[config.mk]
export PLATFORM = sky130hd
export DESIGN_NAME = capture_bank_controller
export DESIGN_NICKNAME = d
export VERILOG_FILES = /design/src/rtl/capture_bank_controller.sv
export SDC_FILE = /design/constraint.sdc
export NUM_CORES = 1
export LEC_CHECK = 0
export BUFFER_PORTS_ARGS = -buffer_cell sky130_fd_sc_hd__buf_2
export CELL_PAD_IN_SITES_DETAIL_PLACEMENT = 0
export CELL_PAD_IN_SITES_GLOBAL_PLACEMENT = 1
export CORE_MARGIN = 5
export CORE_UTILIZATION = 30
export DETAILED_ROUTE_END_ITERATION = 8
export HOLD_SLACK_MARGIN = 0.15
export PLACE_DENSITY = 0.68
export SLEW_MARGIN = 10
export SYNTH_ARGS = -nofsm -noshare
export SYNTH_HDL_FRONTEND = slang
export SYNTH_SLANG_ARGS = --single-unit
[constraint.sdc]
create_clock -name clk -period 1.95 [get_ports clk]
set_clock_uncertainty 0.15 [all_clocks]
set_input_delay 0.0975 -clock clk [delete_from_list [all_inputs] [get_ports clk]]
set_output_delay 0.0975 -clock clk [all_outputs]
set_load 0.02 [all_outputs]
[src/rtl/capture_bank_controller.sv]
// capture_bank_controller
//
// Purpose:
//   Write-side controller for a multi-bank capture memory. While
//   signal_detected is high, consecutive samples are written into the current
//   bank. A bank closes either because it is full or because the signal
//   dropped. A closed bank is flagged in bank_valid until the consumer
//   releases it. When the bank the writer needs is still unread, the capture
//   is refused (or truncated) and the controller waits in DROP until the
//   signal goes away.
//
// Parameters:
//   DEPTH     samples per bank (2..4096)
//   BANK_BITS log2 of the bank count, NB = 2**BANK_BITS (1..3)
//
// Ports:
//   clk                    rising-edge clock
//   reset                  asynchronous, active-high reset
//   signal_detected        capture request (level)
//   bank_release           consumer frees bank release_idx this cycle
//   release_idx            bank being released
//   addr_in                write address {wr_bank, idx}
//   we                     memory write enable (combinational)
//   bank_valid             per-bank "holds unread capture" flags
//   done_valid             one-cycle pulse: a bank closed
//   done_bank / done_len   bank that closed and how many samples it holds;
//                          held stable between done_valid pulses
//   memorization_completed one-cycle pulse when a capture ends normally
//   overflow               one-cycle pulse: capture refused or truncated
//   state_reg              current FSM state (IDLE=0 CAPTURE=1 DONE=2 DROP=3)
//   drop_count             (only with CAPTURE_DROP_COUNT_EN) saturating count
//                          of overflow pulses
//
// Configuration macro:
//   CAPTURE_DROP_COUNT_EN  adds the drop_count output and its counter.
//
// All pulses are registered, so they appear the cycle after the decision
// that caused them; memorization_completed therefore follows done_valid by
// one cycle.

module capture_bank_controller #(
  parameter int DEPTH     = 200,
  parameter int BANK_BITS = 1,
  localparam int NB = 2 ** BANK_BITS,
  localparam int IW = $clog2(DEPTH),
  localparam int AW = BANK_BITS + IW
) (
  input  logic                 clk,
  input  logic                 reset,
  input  logic                 signal_detected,
  input  logic                 bank_release,
  input  logic [BANK_BITS-1:0] release_idx,
  output logic [AW-1:0]        addr_in,
  output logic                 we,
  output logic [NB-1:0]        bank_valid,
  output logic                 done_valid,
  output logic [BANK_BITS-1:0] done_bank,
  output logic [IW:0]          done_len,
  output logic                 memorization_completed,
  output logic                 overflow,
  output logic [1:0]           state_reg
`ifdef CAPTURE_DROP_COUNT_EN
  ,
  output logic [15:0]          drop_count
`endif
);

  typedef enum logic [1:0] {
    IDLE    = 2'd0,
    CAPTURE = 2'd1,
    DONE    = 2'd2,
    DROP    = 2'd3
  } state_t;

  state_t               state_q, state_d;
  logic [IW-1:0]        idx_q, idx_d;
  logic [BANK_BITS-1:0] wr_bank_q, wr_bank_d;
  logic [NB-1:0]        bank_valid_q, bank_valid_d;
  logic [BANK_BITS-1:0] done_bank_q, done_bank_d;
  logic [IW:0]          done_len_q, done_len_d;
  logic                 done_valid_q, done_valid_d;
  logic                 memo_q, memo_d;
  logic                 overflow_q, overflow_d;

  logic                 close_en;
  logic [IW:0]          close_len;
  logic [BANK_BITS-1:0] next_bank;

  // Banks are used round-robin; the natural wrap of BANK_BITS gives modulo NB.
  assign next_bank = wr_bank_q + BANK_BITS'(1);

  // State register and all other flops.
  always_ff @(posedge clk or posedge reset) begin
    if (reset) begin
      state_q      <= IDLE;
      idx_q        <= '0;
      wr_bank_q    <= '0;
      bank_valid_q <= '0;
      done_bank_q  <= '0;
      done_len_q   <= '0;
      done_valid_q <= 1'b0;
      memo_q       <= 1'b0;
      overflow_q   <= 1'b0;
    end else begin
      state_q      <= state_d;
      idx_q        <= idx_d;
      wr_bank_q    <= wr_bank_d;
      bank_valid_q <= bank_valid_d;
      done_bank_q  <= done_bank_d;
      done_len_q   <= done_len_d;
      done_valid_q <= done_valid_d;
      memo_q       <= memo_d;
      overflow_q   <= overflow_d;
    end
  end

  // Next-state logic. Bank availability is judged on the flags as they stand
  // this cycle, so a release arriving in the same cycle only helps from the
  // next cycle on.
  always_comb begin
    state_d    = state_q;
    idx_d      = idx_q;
    wr_bank_d  = wr_bank_q;
    close_en   = 1'b0;
    close_len  = '0;
    overflow_d = 1'b0;
    memo_d     = 1'b0;

    case (state_q)
      IDLE: begin
        if (signal_detected) begin
          if (!bank_valid_q[wr_bank_q]) begin
            state_d = CAPTURE;
            idx_d   = '0;
          end else begin
            state_d    = DROP;
            overflow_d = 1'b1;
          end
        end
      end

      CAPTURE: begin
        if (signal_detected) begin
          if (idx_q == IW'(DEPTH - 1)) begin
            // Bank full: close it and roll straight into the next bank.
            close_en  = 1'b1;
            close_len = (IW + 1)'(DEPTH);
            wr_bank_d = next_bank;
            idx_d     = '0;
            if (bank_valid_q[next_bank]) begin
              state_d    = DROP;
              overflow_d = 1'b1;
            end
          end else begin
            idx_d = idx_q + IW'(1);
          end
        end else if (idx_q != '0) begin
          close_en  = 1'b1;
          close_len = {1'b0, idx_q};
          wr_bank_d = next_bank;
          idx_d     = '0;
          state_d   = DONE;
        end else begin
          // Nothing was written into this bank; reuse it next time.
          state_d = IDLE;
        end
      end

      DONE: begin
        memo_d  = 1'b1;
        state_d = IDLE;
      end

      DROP: begin
        if (!signal_detected) begin
          state_d = IDLE;
        end
      end

      default: state_d = IDLE;
    endcase

    // Release first, then set, so a bank closing this cycle stays flagged.
    bank_valid_d = bank_valid_q;
    if (bank_release) begin
      bank_valid_d[release_idx] = 1'b0;
    end
    if (close_en) begin
      bank_valid_d[wr_bank_q] = 1'b1;
    end

    done_valid_d = close_en;
    done_bank_d  = close_en ? wr_bank_q : done_bank_q;
    done_len_d   = close_en ? close_len : done_len_q;
  end

  // Outputs.
  always_comb begin
    we      = (state_q == CAPTURE) && signal_detected;
    addr_in = {wr_bank_q, idx_q};
  end

  assign bank_valid             = bank_valid_q;
  assign done_valid             = done_valid_q;
  assign done_bank              = done_bank_q;
  assign done_len               = done_len_q;
  assign memorization_completed = memo_q;
  assign overflow               = overflow_q;
  assign state_reg              = state_q;

`ifdef CAPTURE_DROP_COUNT_EN
  logic [15:0] drop_count_q, drop_count_d;

  // Counts the same events that raise overflow, sticking at all-ones.
  always_comb begin
    drop_count_d = drop_count_q;
    if (overflow_d && (drop_count_q != 16'hFFFF)) begin
      drop_count_d = drop_count_q + 16'd1;
    end
  end

  always_ff @(posedge clk or posedge reset) begin
    if (reset) begin
      drop_count_q <= '0;
    end else begin
      drop_count_q <= drop_count_d;
    end
  end

  assign drop_count = drop_count_q;
`endif

endmodule

==> impl_results.html <==
<table>
<tr><th>Metric</th><th>Value</th></tr>
<tr><th colspan="2">Synth</th></tr>
<tr><td>Number of cells produced by synthesis</td><td>118</td></tr>
<tr><td>Compound-cell area share of the yosys netlist</td><td>19.40%</td></tr>
<tr><td>Warnings, synthesis</td><td>0</td></tr>
<tr><td>Synth Area per Inst</td><td>between 10 and 15 µm²</td></tr>
<tr><td>Simple-gate share of the synthesized area</td><td>roughly 18%</td></tr>
<tr><td>Post-Synth Adder-Cell Area</td><td>around 1.9%</td></tr>
<tr><td>Count of flip-flops with a built-in enable after synthesis</td><td>0</td></tr>
<tr><td>Post-Synthesis Net Count</td><td>between 100 and 150</td></tr>
<tr><td>Share of cell area taken by muxes after synthesis</td><td>a little under 6%</td></tr>
<tr><td>Dominant cells by area after synthesis</td><td>dfrtp_1 (48%), a22o_2 (3.8%), mux2_4 (3.5%)</td></tr>
<tr><td>Xor/xnor cell area share of the yosys netlist</td><td>less than 1%</td></tr>
<tr><td>Main combinational cell family by area after synthesis</td><td>compound AO/OA/AOI/OAI gates</td></tr>
<tr><td>Number of storage elements in the synthesis netlist</td><td>25</td></tr>
<tr><td>Post-synth top flop</td><td>dfrtp_1</td></tr>
<tr><td>Fraction of synthesized cell area taken by the top area cell type</td><td>48.03%</td></tr>
<tr><td>Netlist cell types</td><td>42</td></tr>
<tr><td>Combined area of all synthesized cells</td><td>around 0.0013 mm²</td></tr>
<tr><td>Count leader, synth</td><td>dfrtp_1</td></tr>
<tr><td>Top cells by instance count after synthesis</td><td>dfrtp_1 (25), inv_1 (9), a21oi_1 (7), nand2_1 (7), o21ai_0 (6)</td></tr>
<tr><td>Sequential element share of the synthesized area</td><td>between 40% and 50%</td></tr>
<tr><td>Library cell with the largest summed area after synthesis</td><td>dfrtp_1</td></tr>
<tr><td>Post-synthesis async set-or-reset flop share</td><td>100.0%</td></tr>
<tr><th colspan="2">Setup path</th></tr>
<tr><td>Kind of end point of the critical path</td><td>register</td></tr>
<tr><td>Highest fanout seen on the critical path</td><td>6</td></tr>
<tr><td>Startpoint Class</td><td>register</td></tr>
<tr><td>Arrival time at the worst endpoint</td><td>approximately 1.9 ns</td></tr>
<tr><td>Timing startpoint of the critical path</td><td>idx_q[0]</td></tr>
<tr><td>Reg-to-reg critical path startpoint</td><td>idx_q[0]</td></tr>
<tr><td>Critical-path cell list</td><td>inv_1, ha_1, nor4b_4, a211oi_4, a21oi_4, inv_4, mux2_4</td></tr>
<tr><td>Class of the most critical setup path</td><td>register to register</td></tr>
<tr><td>Worst path required time</td><td>approximately 2.0 ns</td></tr>
<tr><td>Largest stage delay on the critical path</td><td>between 0.4 and 0.5 ns</td></tr>
<tr><td>Critical-path top delay cell</td><td>dfrtp_2</td></tr>
<tr><th colspan="2">Power</th></tr>
<tr><td>Net switching power</td><td>~800 µW</td></tr>
<tr><td>Leakage</td><td>approximately 0.00083 µW</td></tr>
<tr><td>Fraction of power spent switching nets</td><td>between 40% and 50%</td></tr>
<tr><td>Sequential fraction of design power</td><td>between 40% and 50%</td></tr>
<tr><td>Largest voltage drop on the vdd net</td><td>0.3007 mV</td></tr>
<tr><td>Internal power consumption</td><td>about 1200 µW</td></tr>
<tr><td>Combinational cell fraction of total power</td><td>approximately 43%</td></tr>
<tr><td>Power share of the clock group</td><td>between 10% and 20%</td></tr>
<tr><td>Power Dens Cells</td><td>roughly 1200 mW/mm²</td></tr>
<tr><th colspan="2">Final layout</th></tr>
<tr><td>Number of nets in the layout</td><td>168</td></tr>
<tr><td>Count of filler cells inserted in the layout</td><td>between 400 and 500</td></tr>
<tr><td>Number of non-filler instances in the completed layout</td><td>about 210</td></tr>
<tr><td>Ratio of cells with drive above 1 in the final layout</td><td>roughly two fifths</td></tr>
<tr><td>Ant diodes</td><td>0</td></tr>
<tr><td>Post-route cell area</td><td>0.001638 mm²</td></tr>
<tr><td>Area growth from synthesis to layout</td><td>25.74%</td></tr>
<tr><th colspan="2">Timing</th></tr>
<tr><td>Count of pins over their slew limit</td><td>0</td></tr>
<tr><td>Crit share post-route</td><td>95.70%</td></tr>
<tr><td>Max-Slew Margin vs Limit</td><td>~66%</td></tr>
<tr><td>Tmin final</td><td>between 1.5 and 2 ns</td></tr>
<tr><td>Final setup vio count</td><td>0</td></tr>
<tr><td>Highest clock frequency the design can meet</td><td>535.9 MHz</td></tr>
<tr><td>Slew at the pin with the worst max-slew slack</td><td>approximately 0.51 ns</td></tr>
<tr><td>Worst Hold Slack</td><td>0.2671 ns</td></tr>
<tr><td>RSZ-0062 raised after global routing</td><td>no</td></tr>
<tr><td>Count of final hold-check violations</td><td>0</td></tr>
<tr><td>Setup_tns</td><td>0 ns</td></tr>
<tr><th colspan="2">Outcome</th></tr>
<tr><td>Outcome</td><td>finished clean</td></tr>
<tr><th colspan="2">Min path</th></tr>
<tr><td>Worst Hold Class</td><td>primary input to asynchronous set/reset pin</td></tr>
<tr><th colspan="2">CTS</th></tr>
<tr><td>TritonCTS Buffers</td><td>3</td></tr>
<tr><td>CTS clk-pin slew, worst paths</td><td>~0.090 ns</td></tr>
<tr><td>Maximum clock insertion buffer count</td><td>2</td></tr>
<tr><td>Later-pin clock latency in the skew report</td><td>0.27 ns</td></tr>
<tr><td>Clock root cell</td><td>clkbuf_8</td></tr>
<tr><td>Number of H-tree branching levels</td><td>1</td></tr>
<tr><td>TritonCTS clock tree</td><td>built</td></tr>
<tr><td>CTS sink count</td><td>25</td></tr>
<tr><th colspan="2">Die</th></tr>
<tr><td>Starting utilization of the core area</td><td>30.33%</td></tr>
<tr><td>Horizontal die dimension</td><td>75.89 µm</td></tr>
<tr><td>Standard-cell rows</td><td>24</td></tr>
<tr><td>Number of primary I/O pins</td><td>32</td></tr>
<tr><td>Height of the die</td><td>75.89 µm</td></tr>
<tr><td>Core area</td><td>between 0.004 and 0.005 mm²</td></tr>
<tr><td>Total die area</td><td>0.005759 mm²</td></tr>
<tr><th colspan="2">Flow run</th></tr>
<tr><td>Max-capacitance violation count</td><td>0</td></tr>
<tr><th colspan="2">Routing</th></tr>
<tr><td>Wire per inst</td><td>between 10 and 15 µm</td></tr>
<tr><td>Via density per instance</td><td>around 5</td></tr>
<tr><td>Number of remaining DRC errors</td><td>0</td></tr>
<tr><td>First-pass iteration count of the detailed router</td><td>4</td></tr>
<tr><td>Vias</td><td>1054</td></tr>
<tr><td>Total detailed-routing wirelength</td><td>3121 µm</td></tr>
<tr><td>Antenna-violating nets left</td><td>0</td></tr>
<tr><td>DR iter-0 viols</td><td>55</td></tr>
<tr><th colspan="2">Global route</th></tr>
<tr><td>GR Util All Layers</td><td>11.25%</td></tr>
<tr><td>Maximum number of pins on one net before global-route repair</td><td>26</td></tr>
<tr><td>Overflow left after global routing</td><td>0</td></tr>
<tr><td>Initial antenna violation count</td><td>0</td></tr>
<tr><td>Vias in the first global route</td><td>between 1000 and 1500</td></tr>
<tr><td>Global-route wire length before repair</td><td>roughly 5000 µm</td></tr>
<tr><th colspan="2">Placed design</th></tr>
<tr><td>Placed Cells</td><td>slightly above 200</td></tr>
<tr><td>HPWL after detailed placement</td><td>between 2000 and 2500 µm</td></tr>
<tr><td>Count of input and output buffers</td><td>30</td></tr>
<tr><td>Post-Place Cell Area</td><td>0.001534 mm²</td></tr>
<tr><td>Placer Congestion</td><td>0.8072</td></tr>
</table>
[area by class of cell]
| class | instances | area, µm² | share of cell area, % |
|---|---|---|---|
| timing repair buffer | 43 | 260.3 | 15.89 |
| inverter | 10 | 40.04 | 2.445 |
| tap | 52 | 65.06 | 3.973 |
| sequential | 25 | 628.1 | 38.35 |
| multi-input combinational | 78 | 599.3 | 36.59 |
| clock buffer | 4 | 45.04 | 2.750 |
[placed cells by master, fill, tap and decap left out, types with 2 or more instances in the layout]
| cell type | Yosys | layout |
|---|---|---|
| nand2_1 | 7 | 7 |
| a31oi_1 | 2 | 2 |
| nand3_1 | 2 | 2 |
| nand2b_1 | 4 | 4 |
| buf_2 | 2 | 30 |
| inv_1 | 9 | 8 |
| a22o_2 | 5 | 5 |
| dfrtp_2 | 0 | 2 |
| mux2i_1 | 2 | 2 |
| dfrtp_1 | 25 | 23 |
| or3_1 | 2 | 2 |
| mux2_4 | 3 | 3 |
| nor2_1 | 5 | 5 |
| a211o_1 | 2 | 2 |
| and3_1 | 2 | 2 |
| dlygate4sd3_1 | 0 | 5 |
| a21oi_1 | 7 | 7 |
| clkbuf_8 | 1 | 3 |
| buf_4 | 2 | 8 |
| o21ai_0 | 6 | 6 |
| nor3_1 | 2 | 2 |
| ha_1 | 2 | 2 |
| a21o_2 | 2 | 2 |
| nand4_1 | 4 | 4 |
[worst paths after layout]
kind	endpoint	slack [ns]	depth (start not counted)
min reg2reg	done_len[0]	0.35	1
max	done_len[7]	0.08	7
max reg2reg	done_len[7]	0.08	7
max in group asynchronous	idx_q[1]	1.12	4
min	done_len[4]	0.27	4
min in group clk	done_len[0]	0.35	1
[critical path, delay by kind of cell (launching register included)]
| kind | cells | cell delay [ns] |
|---|---|---|
| AND/OR/NAND/NOR | 1 | 0.26 |
| buffers and inverters | 2 | 0.15 |
| multiplexers | 1 | 0.30 |
| adder cells (fa/ha/maj) | 1 | 0.14 |
| AO/OA/AOI/OAI | 2 | 0.31 |
| flip-flops | 1 | 0.45 |
[stage by stage]
step	worst slack (ns)	utilization, %	power [µW]
detailed placement	0.09102	35.72	1639
floorplan	0.001189	-	1389
global placement	0.1236	35.72	1626
global route	0.003521	38.14	2086
finish	0.08392	38.14	1958
CTS	0.07120	37.94	1974
[layer usage]
layer / global-route usage, % / routed length, µm
met4: 4.078 / 44
met5: 0 / 0
met2: 19.01 / 1507
met1: 14.47 / 1411
met3: 1.715 / 158
[power groups by stage]
stage / clock network, µW / registers [µW] / logic (µW)
after floorplan: 0 / 943 / 446
after global placement: 0 / 804 / 822
after detailed placement: 0 / 813 / 826
after CTS: 320 / 804 / 850
after global routing: 338 / 824 / 924
final: 311 / 803 / 844
[cell families (layout without fill, tap and decap cells)]
family / count (synthesis) / after routing
XOR/XNOR: 1 / 1
other: 1 / 1
multiplexers: 6 / 6
AO/OA/AOI/OAI: 32 / 32
buffers and inverters: 15 / 57
AND/OR/NAND/NOR: 36 / 36
flip-flops: 25 / 25
adder cells (fa/ha/maj): 2 / 2
[repair_timing]
action	CTS	global route
gates resized for setup	0	2
setup endpoints to repair	0	4
hold buffers	5	0
endpoints found under the hold margin	30	0
setup buffers	0	1
No activity file was read; power rests on OpenSTA's default activity.
